`config.mk`:
```
export PLATFORM = sky130hd
export DESIGN_NAME = keypad_event_queue
export DESIGN_NICKNAME = d
export VERILOG_FILES = /design/src/rtl/keypad_event_queue.sv
export SDC_FILE = /design/constraint.sdc
export NUM_CORES = 1
export LEC_CHECK = 0
export CAP_MARGIN = 20
export CORE_MARGIN = 5
export CORE_UTILIZATION = 50
export CTS_CLUSTER_DIAMETER = 40
export DETAILED_ROUTE_END_ITERATION = 10
export PLACE_DENSITY = 0.71
export SLEW_MARGIN = 10
export SYNTH_ARGS = -nofsm -noshare
export SYNTH_HDL_FRONTEND = slang
export SYNTH_SLANG_ARGS = --single-unit
```
`constraint.sdc`:
```
create_clock -name clock_24MHz -period 10.85 [get_ports clock_24MHz]
set_input_delay 1.6275 -clock clock_24MHz [delete_from_list [all_inputs] [get_ports clock_24MHz]]
set_output_delay 1.6275 -clock clock_24MHz [all_outputs]
set_load 0.05 [all_outputs]
```
`src/rtl/keypad_event_queue.sv`:
```
// Debounced keypad front end: per-key synchroniser and debounce, press / long-press
// detection, and a first-word-fall-through event queue with a sticky overflow flag.
module keypad_event_queue #(
  parameter int unsigned NUM_KEYS    = 9,
  parameter int unsigned DEB_CYCLES  = 240000,
  parameter int unsigned HOLD_CYCLES = 24000000,
  parameter int unsigned FIFO_DEPTH  = 4
) (
  input  logic                          clock_24MHz,
  input  logic                          RESET,
  input  logic [NUM_KEYS-1:0]           KEY,
  input  logic                          hold_en,
  input  logic                          clear_ovf,
  input  logic                          evt_ready,
  output logic                          evt_valid,
  output logic [3:0]                    evt_code,
  output logic                          evt_hold,
  output logic [$clog2(FIFO_DEPTH):0]   fifo_count,
  output logic                          overflow,
  output logic [NUM_KEYS-1:0]           key_state
);

  localparam int unsigned DW = $clog2(DEB_CYCLES + 1);
  localparam int unsigned HW = $clog2(HOLD_CYCLES + 1);
  localparam int unsigned AW = $clog2(FIFO_DEPTH);
  localparam int unsigned CW = AW + 1;

  logic [NUM_KEYS-1:0] key_s1_q, key_s2_q, key_state_q, key_prev_q;
  logic [DW-1:0]       deb_cnt_q [NUM_KEYS];
  logic [HW-1:0]       hold_tmr_q;
  logic                hold_fired_q, hold_pend_q, hold_pend_d;
  logic [3:0]          hold_code_q, hold_code;
  logic [NUM_KEYS-1:0] press_pend_q, press_pend_d;
  logic [NUM_KEYS-1:0] rise;
  logic                changed, one_hot, hold_fire;
  logic                push, push_hold, found;
  logic [3:0]          push_code;

  logic [3:0]          mem_code_q [FIFO_DEPTH];
  logic [FIFO_DEPTH-1:0] mem_hold_q;
  logic [AW-1:0]       wr_ptr_q, rd_ptr_q;
  logic [CW-1:0]       cnt_q, cnt_d;
  logic                ovf_q, ovf_d;
  logic                pop, full, wr_en, drop;

  // Edges are taken against a delayed copy so a press reaches the queue two cycles after key_state rises.
  assign rise    = key_state_q & ~key_prev_q;
  assign changed = (key_state_q != key_prev_q);
  assign one_hot = (key_state_q != '0) && ((key_state_q & (key_state_q - 1'b1)) == '0);
  assign hold_fire = hold_en && !changed && one_hot && !hold_fired_q &&
                     (hold_tmr_q == HW'(HOLD_CYCLES - 1));

  always_comb begin
    hold_code = '0;
    for (int unsigned i = 0; i < NUM_KEYS; i++)
      if (key_state_q[i]) hold_code = 4'(i + 1);
  end

  always_ff @(posedge clock_24MHz or posedge RESET) begin
    if (RESET) begin
      key_s1_q     <= '0;
      key_s2_q     <= '0;
      key_state_q  <= '0;
      key_prev_q   <= '0;
      for (int unsigned i = 0; i < NUM_KEYS; i++) deb_cnt_q[i] <= '0;
      hold_tmr_q   <= '0;
      hold_fired_q <= 1'b0;
      hold_code_q  <= '0;
    end else begin
      key_s1_q   <= KEY;
      key_s2_q   <= key_s1_q;
      key_prev_q <= key_state_q;
      for (int unsigned i = 0; i < NUM_KEYS; i++) begin
        if (key_s2_q[i] == key_state_q[i]) begin
          deb_cnt_q[i] <= '0;
        end else if (deb_cnt_q[i] == DW'(DEB_CYCLES - 1)) begin
          deb_cnt_q[i]   <= '0;
          key_state_q[i] <= key_s2_q[i];
        end else begin
          deb_cnt_q[i] <= deb_cnt_q[i] + 1'b1;
        end
      end
      if (changed) hold_fired_q <= 1'b0;
      if (!hold_en || changed || !one_hot) begin
        hold_tmr_q <= '0;
      end else if (hold_fire) begin
        hold_tmr_q   <= '0;
        hold_fired_q <= 1'b1;
        hold_code_q  <= hold_code;
      end else if (!hold_fired_q) begin
        hold_tmr_q <= hold_tmr_q + 1'b1;
      end
    end
  end

  // One event per cycle: a pending hold beats presses, presses go lowest index first.
  always_comb begin
    press_pend_d = press_pend_q | rise;
    hold_pend_d  = hold_pend_q | hold_fire;
    push         = 1'b0;
    push_code    = '0;
    push_hold    = 1'b0;
    found        = 1'b0;
    if (hold_pend_q) begin
      push        = 1'b1;
      push_code   = hold_code_q;
      push_hold   = 1'b1;
      hold_pend_d = hold_fire;
    end else begin
      for (int unsigned i = 0; i < NUM_KEYS; i++) begin
        if (!found && press_pend_q[i]) begin
          found           = 1'b1;
          push            = 1'b1;
          push_code       = 4'(i + 1);
          press_pend_d[i] = rise[i];
        end
      end
    end
  end

  assign evt_valid = (cnt_q != '0);
  assign full      = (cnt_q == CW'(FIFO_DEPTH));
  assign pop       = evt_valid && evt_ready;
  assign wr_en     = push && (!full || pop);
  assign drop      = push && full && !pop;

  always_comb begin
    cnt_d = cnt_q;
    if (wr_en && !pop)      cnt_d = cnt_q + 1'b1;
    else if (!wr_en && pop) cnt_d = cnt_q - 1'b1;
    ovf_d = ovf_q;
    if (drop)           ovf_d = 1'b1;
    else if (clear_ovf) ovf_d = 1'b0;
  end

  always_ff @(posedge clock_24MHz or posedge RESET) begin
    if (RESET) begin
      press_pend_q <= '0;
      hold_pend_q  <= 1'b0;
      for (int unsigned i = 0; i < FIFO_DEPTH; i++) mem_code_q[i] <= '0;
      mem_hold_q   <= '0;
      wr_ptr_q     <= '0;
      rd_ptr_q     <= '0;
      cnt_q        <= '0;
      ovf_q        <= 1'b0;
    end else begin
      press_pend_q <= press_pend_d;
      hold_pend_q  <= hold_pend_d;
      if (wr_en) begin
        mem_code_q[wr_ptr_q] <= push_code;
        mem_hold_q[wr_ptr_q] <= push_hold;
        wr_ptr_q             <= wr_ptr_q + 1'b1;
      end
      if (pop) rd_ptr_q <= rd_ptr_q + 1'b1;
      cnt_q <= cnt_d;
      ovf_q <= ovf_d;
    end
  end

  assign evt_code   = evt_valid ? mem_code_q[rd_ptr_q] : '0;
  assign evt_hold   = evt_valid ? mem_hold_q[rd_ptr_q] : 1'b0;
  assign fifo_count = cnt_q;
  assign overflow   = ovf_q;
  assign key_state  = key_state_q;

endmodule

```
# ---- Word level (Yosys, flattened, before mapping)
# Cells that the tools add are included.
dict set report word_totals {
  regBits 266
  out_inout_bits 19
  elab_cells 246
}
dict set report op_classes {
  addsub 15
  magnitude_cmp 6
  eq_ne 22
  n_mux 97
  bitwise_logic 17
  n_reduce_logical 54
}
# cell count
set ops {}
lappend ops {{$mux 18} 18}
lappend ops {{$add 18x1->18 const B} 9}
lappend ops {{$eq 18x18->1 const B} 9}
lappend ops {{$mux 4} 20}
lappend ops {{$mux 25} 3}
lappend ops {{$mux 1} 46}
lappend ops {{$add 25x1->25 const B} 1}
lappend ops {{$eq 25x25->1 const B} 1}
lappend ops {{$logic_and 1x1->1} 21}
lappend ops {{$reduce_and 2->1} 10}
lappend ops {{$and 9x9->9} 2}
lappend ops {{$bwmux 16} 1}
lappend ops {{$logic_not 1->1} 15}
lappend ops {{$not 1->1} 10}
lappend ops {{$eq 1x1->1} 9}
lappend ops {{$logic_not 9->1} 1}
lappend ops {{$mux 9} 1}
lappend ops {{$ne 9x9->1} 1}
lappend ops {{$not 9->9} 1}
lappend ops {{$or 9x9->9} 1}
lappend ops {{$reduce_bool 9->1} 1}
lappend ops {{$sub 9x1->9 const B} 1}
lappend ops {{$bmux 4 s2} 1}
lappend ops {{$demux 4 s2} 1}
lappend ops {{19 further kinds} 27}

# ---- Longest topological paths before layout
# Gate-level depths: netlist (run 1).
dict set report logic_depth {
  word_depth 39
  depth_mapped 11
  ltp_nobuf 10
}

# ---- Least setup slack after synthesis (run 1)
# OpenSTA, ideal clock, no wires.
dict set report synth_timing {
  path_type {input -> register}
  from {in evt_ready}
  to {reg cnt_q[1], in the netlist fifo_count[1]}
  setup_ps 125
  arrival_ps 3462
  required_time_ps 10725
  path_slack_ps 7263
  cell_stages 7
  n_path_buf 1
  cell_sequence {or4b_2 o31a_1 buf_6 ha_1 inv_1 fa_1 mux2_2}
}
# element line_no
set synth_rtl {}
lappend synth_rtl {{start: declaration} 14} ;# input logic evt_ready,
lappend synth_rtl {{$logic_and 1x1->1} 123} ;# assign pop = evt_valid && evt_ready;
lappend synth_rtl {{$logic_or 1x1->1} 124} ;# assign wr_en = push && (!full || pop);
lappend synth_rtl {{$logic_and 1x1->1} 124}
lappend synth_rtl {{via wr_en} 44} ;# logic pop, full, wr_en, drop;
lappend synth_rtl {{$logic_and 1x1->1} 129} ;# if (wr_en && !pop) cnt_d = cnt_q + 1'b1;
lappend synth_rtl {{$mux 3} 129}
lappend synth_rtl {{via cnt_d[1]} 42} ;# logic [CW-1:0] cnt_q, cnt_d;
lappend synth_rtl {{end signal: assignment} 155} ;# cnt_q <= cnt_d;
lappend synth_rtl {{end: declaration} 42}
# The timed path passes the listed nets, and every way through them passes these cells.
# A chain may end at the register's enable or synchronous reset.

# ---- Worst setup path in the final report (run 1)
dict set report layout_timing {
  from {reg rd_ptr_q[0]}
  to {out evt_code[1]}
}
dict set report layout_between {
  elab_chain_len 5
}
# element line_no
set layout_rtl {}
lappend layout_rtl {{start: declaration} 41} ;# logic [AW-1:0] wr_ptr_q, rd_ptr_q;
lappend layout_rtl {{start signal: assignment} 154} ;# if (pop) rd_ptr_q <= rd_ptr_q + 1'b1;
lappend layout_rtl {{$not 2->3 (implied by the code)} 160} ;# assign evt_code = evt_valid ? mem_code_q[rd_ptr_q] : '0;
lappend layout_rtl {{$bmux 4 s2} 160}
lappend layout_rtl {{$mux 4 (implied by the code) (2 in a row)} 160}
lappend layout_rtl {{$mux 4} 160}
lappend layout_rtl {{end: declaration} 16} ;# output logic [3:0] evt_code,
# No other way between the ends. The select of a mux whose other input is x is not followed.

==> key figures, run 1 <==
Logic synthesis
  – Synth area leader: dfrtp_1
  – Most frequent cell after synthesis: dfrtp_1
  – Yosys reg bits: 266
  – Number of flops mapped to enable cells by yosys: 0
  – Combinational family with the most area after synthesis: simple AND/OR/NAND/NOR gates
  – Register area share after synthesis: 53.3%
  – Synth area leaders: dfrtp_1 (53%), xor2_1 (7.4%), nor2_1 (6.9%)
  – Yosys warning count: 0
  – Synthesized area per cell: 10.3 sq um
  – Post-Synth Simple-Gate Area: 22.9%
  – Compound-gate portion of the synthesized area: 3.40%
  – Post-Synth XOR/XNOR Area: 11.8%
  – Syn nets: 1245
  – Post-synth top flop: dfrtp_1
  – Share of the synthesized area in the top cell type: 53.3%
  – Synth cell types: 55
  – Fraction of the mapped netlist area in adder cells: 2.65%
  – Mapped cell area: 12500 sq um
  – Most frequent cells after synthesis: dfrtp_1 (266), nor2_1 (228), xor2_1 (105)
  – Mux contribution to synthesized area: 3.87%
  – Synth async-reset ratio: 100%
  – Synthesized netlist cell count: 1206

STA
  – Final Max Slew Viols: 0
  – Worst hold slack: 0.345 ns
  – Fmax: 244 MHz
  – Final Cycle Share: 37.7%
  – Slew @ Worst Pin: 0.928 ns
  – Max Clock Skew: 0.0165 ns
  – Final worst setup slack: 6.76 ns
  – RSZ-0062 raised after global routing: no
  – # setup viols final: 0
  – Max transition margin: 38.1%
  – Fin Setup TNS: 0 ns
  – Final Hold Fails: 0
  – Tmin final: 4.09 ns

Global route
  – First-pass GRT wire length: 39900 um
  – Grt ovf: 0
  – Initial antenna violation count: 0
  – Total Routing Usage GR: 16.4%
  – Vias in the first global route: 8635
  – Largest net degree at the start of global routing: 110

Routing
  – Vias: 8476
  – DR pass1 iterations: 5
  – Remaining antenna violation count: 0
  – Total Wirelength: 22400 um
  – # DRC: 0
  – Initial DRC count: 515
  – Via-to-Cell Ratio: 5.29
  – Routed len/inst: 14.0 um

Place
  – Gpl congestion: 0.786
  – I/O Buffers: 32
  – Hpwl dp: 14900 um
  – Post-Place Cells: 1532
  – Post-Place Setup Slack: 6.50 ns

Clock network
  – CTS resizes: 0
  – Clock Tree Buf Depth: 3
  – Total CTS buffers: 40
  – H-tree Lvls: 2
  – Clk pin slew, worst setup/hold paths: 0.06 ns
  – Post-CTS Setup Bufs: 0
  – Hold_buf cts: 0
  – Root Buffer: clkbuf_16
  – Clk_lat worst skew: 0.51 ns
  – Clk sinks: 266
  – CTS tree: yes

Floorplanning
  – Row cnt: 57
  – Core box area: 24500 sq um
  – Die X: 168 um
  – Die Height: 168 um
  – Initial Util: 51.0%
  – Full die area: 28200 sq um
  – I/O pins: 33

Setup path
  – Worst R2R Start: press_pend_q[0]
  – Critical Path AT: 2.46 ns
  – Worst setup path category: reg2out
  – Required time worst endpoint: 9.22 ns
  – Worst r2r dst: fifo_count[1]
  – Cells on worst reg2reg path: 8
  – Crit path capture type: output pin
  – R2R setup slack: 7.38 ns
  – Highest fanout seen on the critical path: 7
  – Critical Path Start: rd_ptr_q[0]
  – CP startpoint kind: register

Job
  – MaxCap Viol Count: 0

Finish
  – Nets: 1291
  – Antenna diodes: 0
  – Area Overhead vs Synth: 16.1%
  – Final cell count without fillers: 1603
  – Layout cells sized above 1: 8.68%

Power and ir drop
  – VDD IR-drop max: 0.122 mV
  – P_leak: 6.41 nW
  – PwrDens: 162 nW/um^2
  – Final Power: 0.00234 W

Min path
  – Hold path startpoint: key_s1_q[2]
  – HP Class: reg2reg
  – Hold path cells: 0
  – Worst Hold End: key_s2_q[2]

Status
  – Outcome: finished clean
-- per-stage QoR --
step                      utilization [%]  instance area [sq um]
after floorplan                         -                  12500
after global routing                 59.2                  14500
final                                59.2                  14500
after detailed placement             53.6                  13100
after CTS                            59.1                  14400
after global placement               53.5                  13100
-- worst max path at each step --
stage,to
3_3_place_gp,fifo_count[1]
2_1_floorplan,deb_cnt_q[0]
6_report,evt_code[1]
5_1_grt,evt_code[3]
4_1_cts,evt_code[2]
3_5_place_dp,fifo_count[1]
-- where the power goes --
group | internal (W) | switching, W
clock network | 0.000815 | 0.000458
logic | 0.0000160 | 0.0000362
registers | 0.00100 | 0.0000107
-- registers in the layout, indices dropped and copies added, names as in the netlist, 2 cells and up --
| register | cells |
|---|---|
| mem_hold_q | 4 |
| press_pend_q | 9 |
| mem_code_q | 16 |
| key_prev_q | 9 |
| rd_ptr_q | 2 |
| wr_ptr_q | 2 |
| key_state | 9 |
| key_s2_q | 9 |
| hold_code_q | 4 |
| key_s1_q | 9 |
| deb_cnt_q | 162 |
| hold_tmr_q | 25 |
| fifo_count | 3 |
-- worst max-delay path, stage by stage, from the launching register on --
cell and delay (ns):
dfrtp_1 0.56, mux4_2 0.55, and2_1 0.16, clkdlybuf4s50_1 0.69
-- kinds of logic (layout without fill, tap and decap cells) --
| logic type | Yosys count | after routing |
|---|---|---|
| xor+xnor | 168 | 168 |
| simple gates | 571 | 571 |
| fa+ha+maj | 26 | 26 |
| flops | 266 | 266 |
| buf+inv | 68 | 141 |
| compound gates | 69 | 69 |
| mux | 38 | 38 |
-- cells in the final DEF, fill, tap and decap left out, drive strengths merged, types with 9 or more instances in the layout --
master | netlist | final
and4 | 11 | 11
ha | 24 | 24
and3 | 28 | 28
xor2 | 105 | 105
a21oi | 27 | 27
clkbuf | 31 | 47
o21ai | 19 | 19
nor2 | 228 | 228
nor4 | 11 | 11
or2 | 11 | 11
mux2 | 32 | 32
or3 | 9 | 9
nand3 | 89 | 89
xnor2 | 63 | 63
nand4 | 33 | 33
nor3 | 29 | 29
nand2 | 74 | 74
inv | 35 | 43
clkdlybuf4s50 | 0 | 32
dfrtp | 266 | 266
-- layout make-up --
class / count / area (sq um)
clock buffers: 47 / 1080
clock inverters: 22 / 267
fillers: 1978 / 9980
inverters: 35 / 139
multi-input cells: 872 / 5560
flip-flops and latches: 266 / 6660
well taps: 324 / 405
repair buffers: 37 / 379
-- routing by layer --
metal,up-vias,track usage (%),routed length [um]
met5,-,0,0
met4,0,5.12,450
met3,40,3.31,924
met2,111,26.5,10600
met1,4119,22.4,10400
li1,4206,-,-
Power figures use the tool's default switching activity.
==> inputs of run 2 (changes only) <==
==> constraint.sdc (replaced) <==
create_clock -name clock_24MHz -period 4.1 [get_ports clock_24MHz]
set_input_delay 0.615 -clock clock_24MHz [delete_from_list [all_inputs] [get_ports clock_24MHz]]
set_output_delay 0.615 -clock clock_24MHz [all_outputs]
set_load 0.05 [all_outputs]
==> key figures, run 2 (synthesized netlist as in run 1, its figures left out) <==
Routing
  – Vias: 8475 (-0.012%)
  – DR pass1 iterations: 5 (unchanged)
  – # DRC: 0 (unchanged)
  – Via-to-Cell Ratio: 5.29 (about the same)
  – Remaining antenna violation count: 0 (unchanged)
  – Total Wirelength: 22600 um (+0.85%)
  – Initial DRC count: 456 (-11%)
  – Routed len/inst: 14.1 um (+0.85%)

Floorplanning
  – Die X: 168 um (unchanged)
  – Full die area: 28200 sq um (unchanged)
  – Row cnt: 57 (unchanged)
  – I/O pins: 33 (unchanged)
  – Core box area: 24500 sq um (unchanged)
  – Die Height: 168 um (unchanged)
  – Initial Util: 51.0% (unchanged)

STA
  – # setup viols final: 0 (unchanged)
  – Final Hold Fails: 0 (unchanged)
  – Tmin final: 3.24 ns
  – Slew @ Worst Pin: 0.952 ns (+0.0234 ns)
  – Max Clock Skew: 0.0128 ns (-0.00370 ns)
  – Final Max Slew Viols: 0 (unchanged)
  – Final Cycle Share: 79.0%
  – Max transition margin: 36.4% (-1.7 points)
  – Fmax: 309 MHz
  – Worst hold slack: 0.343 ns (-0.00238 ns)
  – RSZ-0062 raised after global routing: no
  – Fin Setup TNS: 0 ns (unchanged)

Finish
  – Nets: 1292 (+0.077%)
  – Layout cells sized above 1: 8.84% (+0.16 points)
  – Utilization after layout: 58.8% (-0.38 points)
  – Post-route cell area: 14400 sq um (-0.65%)
  – Largest register FFs: 162 (unchanged)
  – Top reg by flops: deb_cnt_q
  – Area Overhead vs Synth: 15.3%
  – Filler cells: 2007 (+1.5%)
  – Commonest cells after routing, fill and taps aside: dfrtp_1 (266), nor2_1 (228), xor2_1 (105)
  – Antenna diodes: 0 (unchanged)
  – Commonest non-fill, non-tap cell in the layout: dfrtp_1
  – Largest regs: deb_cnt_q: 162 flops, hold_tmr_q: 25 flops, mem_code_q: 16 flops

Clock network
  – Total CTS buffers: 36 (-10%)
  – CTS tree: yes
  – Clk pin slew, worst setup/hold paths: 0.06 ns (about the same)
  – Clk_lat worst skew: 0.51 ns (about the same)
  – Post-CTS Setup Bufs: 0 (unchanged)
  – Clk sinks: 266 (unchanged)
  – H-tree Lvls: 2 (unchanged)
  – CTS resizes: 0 (unchanged)
  – Clock Tree Buf Depth: 3 (unchanged)
  – Root Buffer: clkbuf_16
  – Hold_buf cts: 0 (unchanged)

Power and ir drop
  – Final Power: 0.00589 W (+150%)
  – PwrDens: 410 nW/um^2 (+150%)
  – P_leak: 6.37 nW (-0.65%)
  – Combinational power share: 2.5% (+0.3 points)
  – VDD IR-drop max: 0.302 mV (+150%)
  – Clock power frac: 52.0% (-2.4 points)
  – P_sw: 0.00131 W (+160%)
  – Internal power: 0.00458 W (+150%)
  – Sequential Power Share: 45.6% (+2.2 points)
  – Sw frac: 22.2% (+0.65 points)

Setup path
  – Required time worst endpoint: 4.48 ns (-4.74 ns)
  – CP cell instances: or4_1 > or3_1 > or3_4 > o31a_1 > buf_4 > ha_1 > inv_1 > fa_1 > mux2_2
  – Worst R2R Start: press_pend_q[0]
  – Highest fanout seen on the critical path: 8 (+1)
  – Critical Path AT: 3.62 ns (+1.16 ns)
  – Crit path capture type: register
  – CP startpoint kind: register
  – Worst setup path category: reg2reg
  – Slowest-stage cell, CP: or4_1
  – CP peak stage delay: 0.54 ns (-0.15 ns)
  – Critical Path Start: press_pend_q[0]
  – Crit path buffers/inverters: 2 (+1)
  – Crit path max-delay family: simple AND/OR/NAND/NOR gates

Global route
  – Initial antenna violation count: 0 (unchanged)
  – First-pass GRT wire length: 39700 um (-0.47%)
  – Largest net degree at the start of global routing: 80 (-27%)
  – Vias in the first global route: 8405 (-2.7%)
  – Grt ovf: 0 (unchanged)
  – Total Routing Usage GR: 16.4% (+0.031 points)

Min path
  – Hold path startpoint: key_s1_q[5]
  – HP Class: reg2reg

Place
  – Placed inst area: 13200 sq um (+0.68%)
  – Gpl congestion: 0.795 (+1.3%)
  – Hpwl dp: 15200 um (+2.3%)
  – I/O Buffers: 32 (unchanged)

Status
  – Outcome: finished clean

Job
  – MaxCap Viol Count: 0 (unchanged)
run 2: cell types whose count changed in the layout (fill, tap and decap cells not counted), moves of 2 or more:
cell | before | now
clkinv_2 | 4 | 6
buf_12 | 0 | 3
buf_4 | 2 | 7
clkbuf_16 | 41 | 37
inv_6 | 5 | 7
clkbuf_1 | 3 | 1
bufinv_16 | 4 | 2
clkinv_4 | 3 | 1
run 2: final timing paths:
path	to	slack, ns	depth (start not counted)
hold reg to reg	key_s2_q[5]	0.34	0
min in group asynchronous	deb_cnt_q[77]	0.67	2
setup reg to reg	fifo_count[1]	0.86	9
hold / removal	key_s2_q[5]	0.34	0
max in group asynchronous	mem_code_q[6]	2.54	3
setup / recovery	fifo_count[1]	0.86	9
run 2: power groups by stage:
stage               clock (W)  sequential (W)  combinational [W]
finish                0.00306         0.00269           0.000145
global route          0.00326         0.00269           0.000171
CTS                   0.00314         0.00269           0.000152
detailed placement          0         0.00273           0.000151
global placement            0         0.00273           0.000148
floorplan                   0         0.00273           0.000102
run 2: layer usage:
metal	up-vias	GRT usage [%]	share of wire [%]
li1	4198	-	-
met1	4151	22.9	48
met2	95	26.2	47
met3	31	3.19	3.8
met4	0	4.90	1.6
met5	-	0	0
run 2: area by class of cell:
| type | count | area [sq um] | share of cell area [%] |
|---|---|---|---|
| inverters | 35 | 135 | 0.939 |
| clock inverters | 22 | 216 | 1.50 |
| flip-flops and latches | 266 | 6660 | 46.2 |
| repair buffers | 42 | 433 | 3.01 |
| clock buffers | 42 | 985 | 6.84 |
| multi-input cells | 872 | 5560 | 38.6 |
| well taps | 324 | 405 | 2.82 |
run 2: worst reg2reg max path, delay by kind of cell, from the launching register on:
family | cells | cell delay [ns]
simple gates | 3 | 1.26
buf+inv | 2 | 0.29
fa+ha+maj | 2 | 0.64
flops | 1 | 0.42
mux | 1 | 0.27
compound gates | 1 | 0.25
run 2: stage by stage:
step                      std cells  setup WS (ns)
final                          1603          0.861
after global routing           1603          0.733
after CTS                      1603          0.842
after detailed placement       1539          0.869
after global placement         1539          0.912
after floorplan                1206        -0.0265
